### src/rtl/alu_pipe_n.sv
// -----------------------------------------------------------------------------
// alu_pipe_n
//   Registered WIDTH-bit ALU behind valid/ready handshakes on both sides.
//   Single-cycle ops (ADD, SUB, AND, OR, XOR, SHL, SHR) produce a result one
//   cycle after the accepting edge. MUL is an unsigned shift-add multiply that
//   takes WIDTH cycles in the BUSY state before its result is presented.
//
// Ports
//   clk        rising-edge clock
//   rst_n      asynchronous active-low reset
//   in_valid   operand/op presented by the producer
//   in_ready   block can accept (IDLE and output slot free or being consumed)
//   a, b       operands, WIDTH bits
//   cin        carry-in / shift-in bit
//   op         operation select (000 ADD .. 111 MUL)
//   out_valid  result registers hold an unconsumed result
//   out_ready  consumer takes the result when out_valid && out_ready
//   f          result, WIDTH bits
//   cout       carry-out / shifted-out bit / MUL high half nonzero
//   zero       f == 0
//   ovf        signed overflow, ADD/SUB only
// -----------------------------------------------------------------------------
module alu_pipe_n #(
  parameter int WIDTH = 4
) (
  input  logic             clk,
  input  logic             rst_n,
  input  logic             in_valid,
  output logic             in_ready,
  input  logic [WIDTH-1:0] a,
  input  logic [WIDTH-1:0] b,
  input  logic             cin,
  input  logic [2:0]       op,
  output logic             out_valid,
  input  logic             out_ready,
  output logic [WIDTH-1:0] f,
  output logic             cout,
  output logic             zero,
  output logic             ovf
);

  localparam int CW = (WIDTH > 2) ? $clog2(WIDTH) : 1;
  localparam logic [CW-1:0] CNT_LAST = CW'(WIDTH - 1);

  localparam logic [2:0] OP_ADD = 3'b000;
  localparam logic [2:0] OP_SUB = 3'b001;
  localparam logic [2:0] OP_AND = 3'b010;
  localparam logic [2:0] OP_OR  = 3'b011;
  localparam logic [2:0] OP_XOR = 3'b100;
  localparam logic [2:0] OP_SHL = 3'b101;
  localparam logic [2:0] OP_SHR = 3'b110;
  localparam logic [2:0] OP_MUL = 3'b111;

  typedef enum logic {
    ST_IDLE = 1'b0,
    ST_BUSY = 1'b1
  } state_t;

  state_t r_state;
  state_t w_state_nxt;

  // Multiplier state: multiplicand shifts left, multiplier shifts right,
  // so bit 0 of r_mplier always selects whether to add r_mcand this step.
  logic [2*WIDTH-1:0] r_mcand;
  logic [WIDTH-1:0]   r_mplier;
  logic [2*WIDTH-1:0] r_acc;
  logic [CW-1:0]      r_cnt;
  logic [2*WIDTH-1:0] w_acc_nxt;

  // Result registers
  logic [WIDTH-1:0] r_f;
  logic             r_cout;
  logic             r_zero;
  logic             r_ovf;
  logic             r_out_valid;

  // Single-cycle ALU result
  logic [WIDTH-1:0] w_b_eff;
  logic [WIDTH:0]   w_sum;
  logic [WIDTH-1:0] w_alu_f;
  logic             w_alu_c;
  logic             w_alu_v;

  logic w_fire;
  logic w_load_alu;
  logic w_mul_start;
  logic w_mul_done;

  assign in_ready  = (r_state == ST_IDLE) && (!r_out_valid || out_ready);
  assign out_valid = r_out_valid;
  assign f         = r_f;
  assign cout      = r_cout;
  assign zero      = r_zero;
  assign ovf       = r_ovf;

  assign w_fire      = in_valid && in_ready;
  assign w_load_alu  = w_fire && (op != OP_MUL);
  assign w_mul_start = w_fire && (op == OP_MUL);
  assign w_mul_done  = (r_state == ST_BUSY) && (r_cnt == CNT_LAST);

  // Combinational single-cycle ALU; SUB reuses the adder with b inverted.
  always_comb begin
    w_alu_f = '0;
    w_alu_c = 1'b0;
    w_alu_v = 1'b0;
    if (op == OP_SUB) begin
      w_b_eff = ~b;
    end else begin
      w_b_eff = b;
    end
    w_sum = {1'b0, a} + {1'b0, w_b_eff} + {{WIDTH{1'b0}}, cin};
    case (op)
      OP_ADD, OP_SUB: begin
        w_alu_f = w_sum[WIDTH-1:0];
        w_alu_c = w_sum[WIDTH];
        // Same-sign operands producing a different-sign result is exactly
        // carry-into-MSB XOR carry-out-of-MSB.
        w_alu_v = (a[WIDTH-1] == w_b_eff[WIDTH-1]) && (w_sum[WIDTH-1] != a[WIDTH-1]);
      end
      OP_AND: w_alu_f = a & b;
      OP_OR:  w_alu_f = a | b;
      OP_XOR: w_alu_f = a ^ b;
      OP_SHL: begin
        w_alu_f = {a[WIDTH-2:0], cin};
        w_alu_c = a[WIDTH-1];
      end
      OP_SHR: begin
        w_alu_f = {cin, a[WIDTH-1:1]};
        w_alu_c = a[0];
      end
      default: begin
        w_alu_f = '0;
        w_alu_c = 1'b0;
        w_alu_v = 1'b0;
      end
    endcase
  end

  // One shift-add step of the multiplier.
  always_comb begin
    if (r_mplier[0]) begin
      w_acc_nxt = r_acc + r_mcand;
    end else begin
      w_acc_nxt = r_acc;
    end
  end

  // Next-state logic for the IDLE/BUSY controller.
  always_comb begin
    w_state_nxt = r_state;
    case (r_state)
      ST_IDLE: begin
        if (w_mul_start) begin
          w_state_nxt = ST_BUSY;
        end else begin
          w_state_nxt = ST_IDLE;
        end
      end
      ST_BUSY: begin
        if (w_mul_done) begin
          w_state_nxt = ST_IDLE;
        end else begin
          w_state_nxt = ST_BUSY;
        end
      end
      default: w_state_nxt = ST_IDLE;
    endcase
  end

  // Controller state register.
  always_ff @(posedge clk or negedge rst_n) begin
    if (!rst_n) begin
      r_state <= ST_IDLE;
    end else begin
      r_state <= w_state_nxt;
    end
  end

  // Multiplier operand/accumulator registers; a reset mid-MUL discards the op.
  always_ff @(posedge clk or negedge rst_n) begin
    if (!rst_n) begin
      r_mcand  <= '0;
      r_mplier <= '0;
      r_acc    <= '0;
      r_cnt    <= '0;
    end else if (w_mul_start) begin
      r_mcand  <= {{WIDTH{1'b0}}, a};
      r_mplier <= b;
      r_acc    <= '0;
      r_cnt    <= '0;
    end else if (r_state == ST_BUSY) begin
      r_acc    <= w_acc_nxt;
      r_mcand  <= r_mcand << 1;
      r_mplier <= r_mplier >> 1;
      r_cnt    <= r_cnt + CW'(1);
    end else begin
      r_acc    <= r_acc;
      r_mcand  <= r_mcand;
      r_mplier <= r_mplier;
      r_cnt    <= r_cnt;
    end
  end

  // Result/flag registers and out_valid. A new result loading on a consume
  // edge keeps out_valid high, giving one result per cycle.
  always_ff @(posedge clk or negedge rst_n) begin
    if (!rst_n) begin
      r_f         <= '0;
      r_cout      <= 1'b0;
      r_zero      <= 1'b0;
      r_ovf       <= 1'b0;
      r_out_valid <= 1'b0;
    end else if (w_load_alu) begin
      r_f         <= w_alu_f;
      r_cout      <= w_alu_c;
      r_zero      <= (w_alu_f == {WIDTH{1'b0}});
      r_ovf       <= w_alu_v;
      r_out_valid <= 1'b1;
    end else if (w_mul_done) begin
      r_f         <= w_acc_nxt[WIDTH-1:0];
      r_cout      <= |w_acc_nxt[2*WIDTH-1:WIDTH];
      r_zero      <= (w_acc_nxt[WIDTH-1:0] == {WIDTH{1'b0}});
      r_ovf       <= 1'b0;
      r_out_valid <= 1'b1;
    end else if (out_ready) begin
      r_out_valid <= 1'b0;
    end else begin
      r_out_valid <= r_out_valid;
    end
  end

endmodule

### config.mk
export PLATFORM = sky130hd
export DESIGN_NAME = alu_pipe_n
export DESIGN_NICKNAME = d
export VERILOG_FILES = /design/src/rtl/alu_pipe_n.sv
export SDC_FILE = /design/constraint.sdc
export NUM_CORES = 1
export LEC_CHECK = 0
export CAP_MARGIN = 15
export CORE_ASPECT_RATIO = 0.8
export CORE_MARGIN = 1
export CORE_UTILIZATION = 40
export CTS_CLUSTER_DIAMETER = 50
export CTS_CLUSTER_SIZE = 40
export DETAILED_ROUTE_END_ITERATION = 10
export DONT_BUFFER_PORTS = 1
export PLACE_DENSITY = 0.55
export SLEW_MARGIN = 40
export SYNTH_ARGS = -nofsm -noshare
export SYNTH_HDL_FRONTEND = slang
export SYNTH_SLANG_ARGS = --single-unit
### constraint.sdc
create_clock -name clk -period 2.8 [get_ports clk]
set_input_delay 0.56 -clock clk [delete_from_list [all_inputs] [get_ports clk]]
set_output_delay 0.56 -clock clk [all_outputs]
set_load 0.005 [all_outputs]
==> results.cfg, run 1 <==
[timing]
rsz0062_at_grt = false
skew_ps = 2.82
setup_slack_ps = 185
fin_crit_sh_pct = 93.4
whs_ps = 103
maxSlewHeadroom_pct = 72.2
hold_viol_final = 0
slew_viol_final = 0
worst_pin_slew_ps = 415
period_minus_slack_ps = 2610
fmax_ghz = 0.382
setup_viol = 0

[setup_path]
critPathKind = in -> reg
worst_setup_path_end_kind = flop
r2r_slack_ps = 190
worstPathArrival_ps = 2820
timing.rr.start = r_mcand[2]
cp_max_fo = 18
required_ps = 3010
worstSetupStartpointType = input pin
reg2reg_depth = 7
r2r_end = cout

[detailed_routing]
drtPass1Iterations = 4
routedWlPerCell_um = 16.6
first_iter_violations = 176
drt_wl_total_um = 5990
drc = 0
drtAntennaViolNets = 0
vias = 1995
viasPerCell = 5.54

[floorplanning]
die_y_um = 70.9
die-area_mm2 = 0.00625
boundaryPins = 25
coreArea_mm2 = 0.00559
die_x_um = 88.2
num_rows = 24
start_util_pct = 42.5

[finish]
n_antenna_cell = 0
finalNetCount = 319
fin_area_mm2 = 0.00261
regArea_um2 = 776
fin_util_pct = 46.8
drive_gt1_share_pct = 10.6
syn_to_final_growth_pct = 9.95
n_fill_cell = 571
multiInputGateArea_mm2 = 0.00150
finalNonFillerCells = 360

[logic_synthesis]
ys.flop_type = dfrtp_1
ys_warn_count = 0
seq_area_frac_synth_pct = 32.6
synth_edf_count = 0
ys_types = 52
syn-mean-instance-area_um2 = 8.61
synth_nets = 314
postSynth.asyncResetShare_pct = 100
synth-seq-cells = 31
syn_area_mm2 = 0.00238
synthCells = 276

[run]
cap_violations = 0

[global_route]
grt_max_degree = 32
grt_use_total_pct = 20.9
grt_pass1_vias = 1878
globalRouteOverflowTotal = 0
grt_pass1_wl_um = 9940
antenna_found_initial = 0

[clocking]
cts_buffer_depth = 2
htreeDepth = 2
postCtsSetupBuffers = 0
cts_tree = yes
clkLatencyLatePin_ps = 280
cts_made_buffers = 5
clockRootBuffer = clkbuf_8
clkSlewWorstSetupHoldPaths_ps = 70
clock_sinks = 31

[pwr]
ir_drop_mv = 0.452
switching_share_pct = 42.8
seqPwrFrac_pct = 36.6
clkPwrFrac_pct = 15.9
combPwrFrac_pct = 47.5
internal_power_mw = 1.23
power_density_mw_per_mm2 = 821
leakage_nw = 1.18
net-switching-power_uw = 918

[placed_design]
port_buffers = 0
dp_hpwl_um = 4420
placedCellCount = 351
routabilityCongestion = 0.789
dp_slack_ps = -216
placed_area_mm2 = 0.00251

[run_status]
status = finished, final reports clean

[hold_path]
min_path_type = in -> async
## flip-flops by register name, summed over array words and instances (netlist names), 2 cells and up
| register | count |
|---|---|
| r_mcand | 8 |
| r_cnt | 2 |
| f | 4 |
| r_acc | 8 |
| r_mplier | 4 |
## cell usage in the layout, fill, tap and decap left out, drive strengths merged, types with 5 or more instances in the layout
cell	n
xnor2	7
dfrtp	31
o22ai	5
nand3	7
a21oi	12
nor3	6
a211oi	7
o21ai	18
nand2	44
nor2b	7
buf	11
a22oi	7
clkbuf	7
inv	18
ha	19
nand2b	5
mux2i	7
nor2	14
## critical path, cell delays in order
cell and delay (ps):
nor2_4 90, and2_1 200, xnor2_2 90, fa_2 380, fa_2 370, nor2b_1 150, o311ai_1 140, a2111oi_2 360
nand3_1 150, a211oi_2 160, a2bb2oi_1 170
## Yosys cell counts, types with 5 or more instances
library cell | number | share of area [%]
nand2_1 | 44 | 7.0
a211oi_1 | 6 | 1.9
inv_1 | 18 | 2.8
ha_1 | 19 | 10
nand3_1 | 7 | 1.5
nand2b_1 | 5 | 1.3
o22ai_1 | 5 | 1.3
mux2i_1 | 7 | 2.9
nor2_1 | 14 | 2.2
o21ai_0 | 18 | 3.8
dfrtp_1 | 31 | 33
a22oi_1 | 7 | 2.2
xnor2_1 | 7 | 2.6
a21oi_1 | 11 | 2.3
nor2b_1 | 6 | 1.6
nor3_1 | 6 | 1.3
clkbuf_1 | 7 | 1.1
## kinds of logic (layout without fill, tap and decap cells)
logic type,Yosys count,in the layout,share of synthesized area (%)
buffers and inverters,31,37,5.69
and+or+nand+nor,99,99,20.0
xor gates and xnor gates,9,9,3.32
muxes,9,9,4.05
adders and majority gates,22,22,12.5
AOI/OAI and AO/OA,75,75,21.7
DFF,31,31,32.6
## metrics by stage
stage	power [mW]	setup TNS [ps]
finish	2.14	0
global route	2.35	0
CTS	2.16	0
detailed placement	1.79	-216
global placement	1.79	-149
floorplan	1.52	-222
## power groups by stage
stage,combinational [mW],sequential (mW),clock (mW)
floorplan,0.780,0.745,0
CTS,1.02,0.786,0.353
detailed placement,0.996,0.792,0
finish,1.02,0.785,0.341
global placement,0.998,0.793,0
global route,1.16,0.812,0.378
## worst max-delay path by stage
stage	startpoint	endpoint	cells past startpoint	slack, ps
2_1_floorplan	op[1]	zero	13	-220
3_3_place_gp	op[1]	zero	11	-150
3_5_place_dp	op[1]	zero	11	-220
4_1_cts	op[1]	zero	11	70
5_1_grt	op[1]	zero	11	20
6_report	op[1]	zero	11	190
## what timing repair did
item | CTS | global route
hold buffers | 1 | 0
gates resized for setup | 0 | 1
setup endpoints to repair | 0 | 1
hold endpoints to repair | 31 | 0
## cell type report
type                            instances  share of cell area, %
Multi-Input combinational cell        214                   57.2
Clock inverter                          1                  0.192
Sequential cell                        31                   29.7
Clock buffer                            7                   2.92
Inverter                               18                   2.59
Tap cell                               78                   3.74
Timing Repair Buffer                   11                   3.64
## layer usage
layer	global-route usage [%]	share of wire, %
met4	2.69	0.25
met5	0	0
met2	26.7	39
met1	35.1	55
met3	5.13	5.3
No activity file was read; power rests on OpenSTA's default activity.
==> inputs of run 2 (changes only) <==
==> constraint.sdc (replaced) <==
create_clock -name clk -period 2.8 [get_ports clk]
set_input_delay 0.28 -clock clk [delete_from_list [all_inputs] [get_ports clk]]
set_output_delay 0.28 -clock clk [all_outputs]
set_load 0.005 [all_outputs]
==> run 2 against run 1 <==
  * Critical endpoint is now cout
  * Sequential power up 3.4%
  * First-iteration DRC count down 23%
  * Global-route usage down 0.27 points
  * Count of clock-buffer cells in the layout up 1
  * Combinational power down 7%
==> results.cfg, run 2 (same netlist as run 1, synthesis figures left out) <==
[setup_path]
cp_slowest_cell = dfrtp_1
crit_buf_inv = 0
cp_top_family = compound AO/OA/AOI/OAI gates
worst_setup_path_end_kind = flop
reg2reg_depth = 7
r2r_end = cout
r2r_slack_ps = 280
slowest_delay_ps = 420
cp_max_fo = 6
worstPathArrival_ps = 2690
worstSetupStartpointType = flop
required_ps = 2980
crit_chain = ha_1 > nand2_1 > nor3_1 > mux2_2 > a221oi_2 > a31oi_1 > a221o_1
timing.rr.start = r_mcand[6]
critPathKind = reg -> reg

[timing]
maxSlewHeadroom_pct = 64.4
slew_viol_final = 0
fin_crit_sh_pct = 89.8
skew_ps = 7.69
rsz0062_at_grt = false
period_minus_slack_ps = 2520
setup_slack_ps = 284
worst_pin_slew_ps = 534
hold_viol_final = 0
setup_viol = 0
fin_setup_tns_ps = 0
fmax_ghz = 0.398

[global_route]
globalRouteOverflowTotal = 0
antenna_found_initial = 0
grt_use_total_pct = 20.6
grt_pass1_wl_um = 9760
grt_pass1_vias = 1843
grt_max_degree = 32

[detailed_routing]
vias = 1982
drt_wl_total_um = 5770
routedWlPerCell_um = 16.2
drtAntennaViolNets = 0
viasPerCell = 5.57
drtPass1Iterations = 4
drc = 0
first_iter_violations = 135

[placed_design]
port_buffers = 0
dp_slack_ps = 46.5
routabilityCongestion = 0.804
dp_hpwl_um = 4490

[hold_path]
min_path_cells = 2
min_path_type = in -> reg
min_from = a[3]
min_to = r_mcand[3]

[clocking]
clockRootBuffer = clkbuf_8
cts_buffer_depth = 2
clkLatencyLatePin_ps = 290
cts_tree = yes
clkSlewWorstSetupHoldPaths_ps = 70
postCtsSetupBuffers = 0
cts_resized = 0
cts_made_buffers = 5
clock_sinks = 31
htreeDepth = 2

[finish]
n_antenna_cell = 0
finalNetCount = 315
syn_to_final_growth_pct = 9.06
drive_gt1_share_pct = 8.63
layout_commonest_cell = nand2_1
mostFrequentLayoutCells = 44 x nand2_1, 31 x dfrtp_1, 19 x ha_1
top_regs = r_acc (8), r_mcand (8)

[pwr]
ir_drop_mv = 0.405
leakage_nw = 1.17
power_density_mw_per_mm2 = 830

[floorplanning]
die_x_um = 88.2
coreArea_mm2 = 0.00559
start_util_pct = 42.5
die-area_mm2 = 0.00625
boundaryPins = 25
die_y_um = 70.9
num_rows = 24

[run_status]
status = finished, final reports clean

[run]
cap_violations = 0
==> run 2: final cells by class <==
| class | count | area [um2] |
|---|---|---|
| Fill cell | 565 | 2990 |
| Sequential cell | 31 | 776 |
| Tap cell | 78 | 97.6 |
| Multi-Input combinational cell | 214 | 1480 |
| Clock buffer | 8 | 100 |
| Timing Repair Buffer | 7 | 67.6 |
| Inverter | 18 | 67.6 |
==> run 2: power by group <==
group	leakage [nW]	switching [mW]	internal (mW)
Combinational	0.711	0.551	0.395
Sequential	0.405	0.187	0.625
Clock	0.0515	0.169	0.224
Total	1.17	0.906	1.24
==> run 2: timing repair <==
action / in CTS / in global routing
hold buffers: 2 / 0
setup endpoints to repair: 0 / 0
endpoints found under the hold margin: 31 / 0
==> run 2: worst max path at each step <==
| stage | from | to | slack (ps) | cells after the start |
|---|---|---|---|---|
| 3_3_place_gp | op[1] | zero | 60 | 11 |
| 6_report | r_mcand[6] | cout | 280 | 7 |
| 2_1_floorplan | op[1] | zero | 5 | 13 |
| 4_1_cts | r_mcand[0] | cout | 300 | 8 |
| 3_5_place_dp | op[1] | zero | 50 | 11 |
| 5_1_grt | op[1] | zero | 110 | 11 |
==> run 2: metal layers <==
metal  GRT usage, %  wire length (um)  vias to the layer above
met3           4.32               249                        5
met4           4.84                52                        0
met1           33.9              3220                      948
met2           26.7              2250                       40
li1               -                 -                      989
met5              0                 0                        -
==> run 2: per-stage QoR <==
stage                     cells  util, %  hold slack, ps  total power [mW]  area (um2)
after floorplan             276        -           -15.6              1.52        2410
after global placement      346     44.1           -15.0              1.75        2460
after detailed placement    346     44.1           -14.9              1.75        2460
after CTS                   356     46.4             122              2.16        2590
after global routing        356     46.4             130              2.34        2590
final                       356     46.4             128              2.15        2590
==> inputs of run 3 (changes only) <==
Settings changed: CORE_UTILIZATION 40 to 60, PLACE_DENSITY 0.55 to 0.77.
==> run 3 against run 2 <==
  * Clock skew shrank 3.2 ps
  * Total power shrank 2.8%
  * Fmax down 2.1%
  * Critical path depth is 4 higher
  * Highest routed layer unchanged
  * Routed wire length fell by 8.0%
  * Sequential share of layout area up 0.47 points
  * Combinational power increased by 2%
  * Count of clock-buffer cells in the layout fell by 1
  * Setup slack got worse by 53 ps
  * Critical path type is now in -> reg
==> results.cfg, run 3 (same netlist as run 1, synthesis figures left out) <==
[hold_path]
min_path_type = in -> reg

[global_route]
antenna_found_initial = 0
grt_use_total_pct = 28.4
grt_pass1_wl_um = 9050
globalRouteOverflowTotal = 0
grt_max_degree = 32
grt_pass1_vias = 1901

[clocking]
htreeDepth = 2
postCtsSetupBuffers = 0
clkLatencyLatePin_ps = 280
cts_buffer_depth = 2
cts_made_buffers = 5
cts_tree = yes
clock_sinks = 31
clkSlewWorstSetupHoldPaths_ps = 60
clockRootBuffer = clkbuf_8

[placed_design]
dp_slack_ps = -25.1
port_buffers = 0
dp_hpwl_um = 4060
placedCellCount = 324
routabilityCongestion = 0.857
placed_area_mm2 = 0.00244

[setup_path]
cp_common_cell = fa_2
crit_chain = nor2_4 > and2_1 > xnor2_1 > fa_2 > fa_2 > nor2b_1 > o311ai_0 > a2111oi_1 > nand3_1 > a211oi_2 > a2bb2oi_1
worstSetupStartpointType = input pin
worst_setup_path_end_kind = flop
critPathKind = in -> reg
worstPathArrival_ps = 2780
slowest_delay_ps = 590
cp_max_fo = 18
required_ps = 3010
cp_slowest_cell = a2111oi_1

[pwr]
combPwrFrac_pct = 46.0
power_density_mw_per_mm2 = 819
internal_power_mw = 1.20
seqPwrFrac_pct = 38.1
leakage_nw = 1.16
net-switching-power_uw = 893
clkPwrFrac_pct = 15.9
switching_share_pct = 42.7
ir_drop_mv = 0.511

[floorplanning]
die_x_um = 72.4
num_rows = 20
die_y_um = 58.3
boundaryPins = 25
coreArea_mm2 = 0.00380
start_util_pct = 62.5
die-area_mm2 = 0.00422

[finish]
top_regs = r_acc (8), r_mcand (8)
syn_to_final_growth_pct = 7.37
drive_gt1_share_pct = 8.60
n_fill_cell = 328
finalNonFillerCells = 334
layout_commonest_cell = nand2_1
finalNetCount = 316
n_antenna_cell = 0
fin_area_mm2 = 0.00255
mostFrequentLayoutCells = 44 x nand2_1, 31 x dfrtp_1, 19 x ha_1

[run_status]
status = finished, final reports clean

[timing]
fin_setup_tns_ps = 0
fmax_ghz = 0.389
setup_slack_ps = 231
setup_viol = 0
fin_crit_sh_pct = 91.7
period_minus_slack_ps = 2570
maxSlewHeadroom_pct = 63.0
worst_pin_slew_ps = 554
slew_viol_final = 0
hold_viol_final = 0
rsz0062_at_grt = false
skew_ps = 4.53

[run]
cap_violations = 0

[detailed_routing]
routedWlPerCell_um = 15.9
vias = 2031
viasPerCell = 6.08
drtAntennaViolNets = 0
drc = 0
drt_wl_total_um = 5310
drtPass1Iterations = 4
first_iter_violations = 255
## run 3: path summary, 6_finish.rpt
check                       startpoint          end  slack (ps)  cells after the start
max in group asynchronous        rst_n  r_mplier[3]        2200                      2
min in group asynchronous        rst_n         f[2]         430                      2
setup reg to reg            r_mcand[0]         cout         240                      8
setup / recovery                 op[1]         zero         230                     11
hold / removal                    b[3]  r_mplier[3]         120                      2
hold reg to reg            r_mplier[1]  r_mplier[1]         490                      2
## run 3: layout make-up
cell class | count | area, um2 | area share [%]
multi-input combinational | 214 | 1480 | 58.1
sequential | 31 | 776 | 30.4
clock buffer | 7 | 76.3 | 2.99
timing repair buffer | 8 | 75.1 | 2.94
tap | 55 | 68.8 | 2.70
inverter | 18 | 67.6 | 2.65
clock inverter | 1 | 5.00 | 0.196
## run 3: layer usage
metal / vias to the layer above / GRT usage, % / part of all wire [%]
met3: 8 / 6.61 / 7.7
met1: 957 / 43.3 / 50
met2: 72 / 39.7 / 41
met5: - / 0 / 0
li1: 994 / - / -
met4: 0 / 8.40 / 1.3
## run 3: repair_timing
| action | 4_1_cts | 5_1_grt |
|---|---|---|
| hold endpoints to repair | 31 | 0 |
| hold buffers | 2 | 0 |
| resized for setup | 0 | 0 |
## run 3: through the flow
stage / power (mW) / util [%] / hold WS (ps)
floorplan: 1.52 / - / -15.6
global placement: 1.71 / 64.1 / -15.0
detailed placement: 1.73 / 64.1 / -15.0
CTS: 2.09 / 67.1 / 110
global route: 2.27 / 67.1 / 117
finish: 2.09 / 67.1 / 119
## run 3: critical path, delay by kind of cell
family,cells,cell delay [ps]
simple gates,4,560
xor+xnor,1,90
fa+ha+maj,2,720
compound gates,4,1130
## run 3: power groups by stage
stage / clock, mW / sequential [mW] / combinational (mW)
floorplan: 0 / 0.745 / 0.776
global placement: 0 / 0.794 / 0.916
detailed placement: 0 / 0.800 / 0.933
CTS: 0.342 / 0.792 / 0.953
global route: 0.358 / 0.822 / 1.09
finish: 0.333 / 0.796 / 0.962
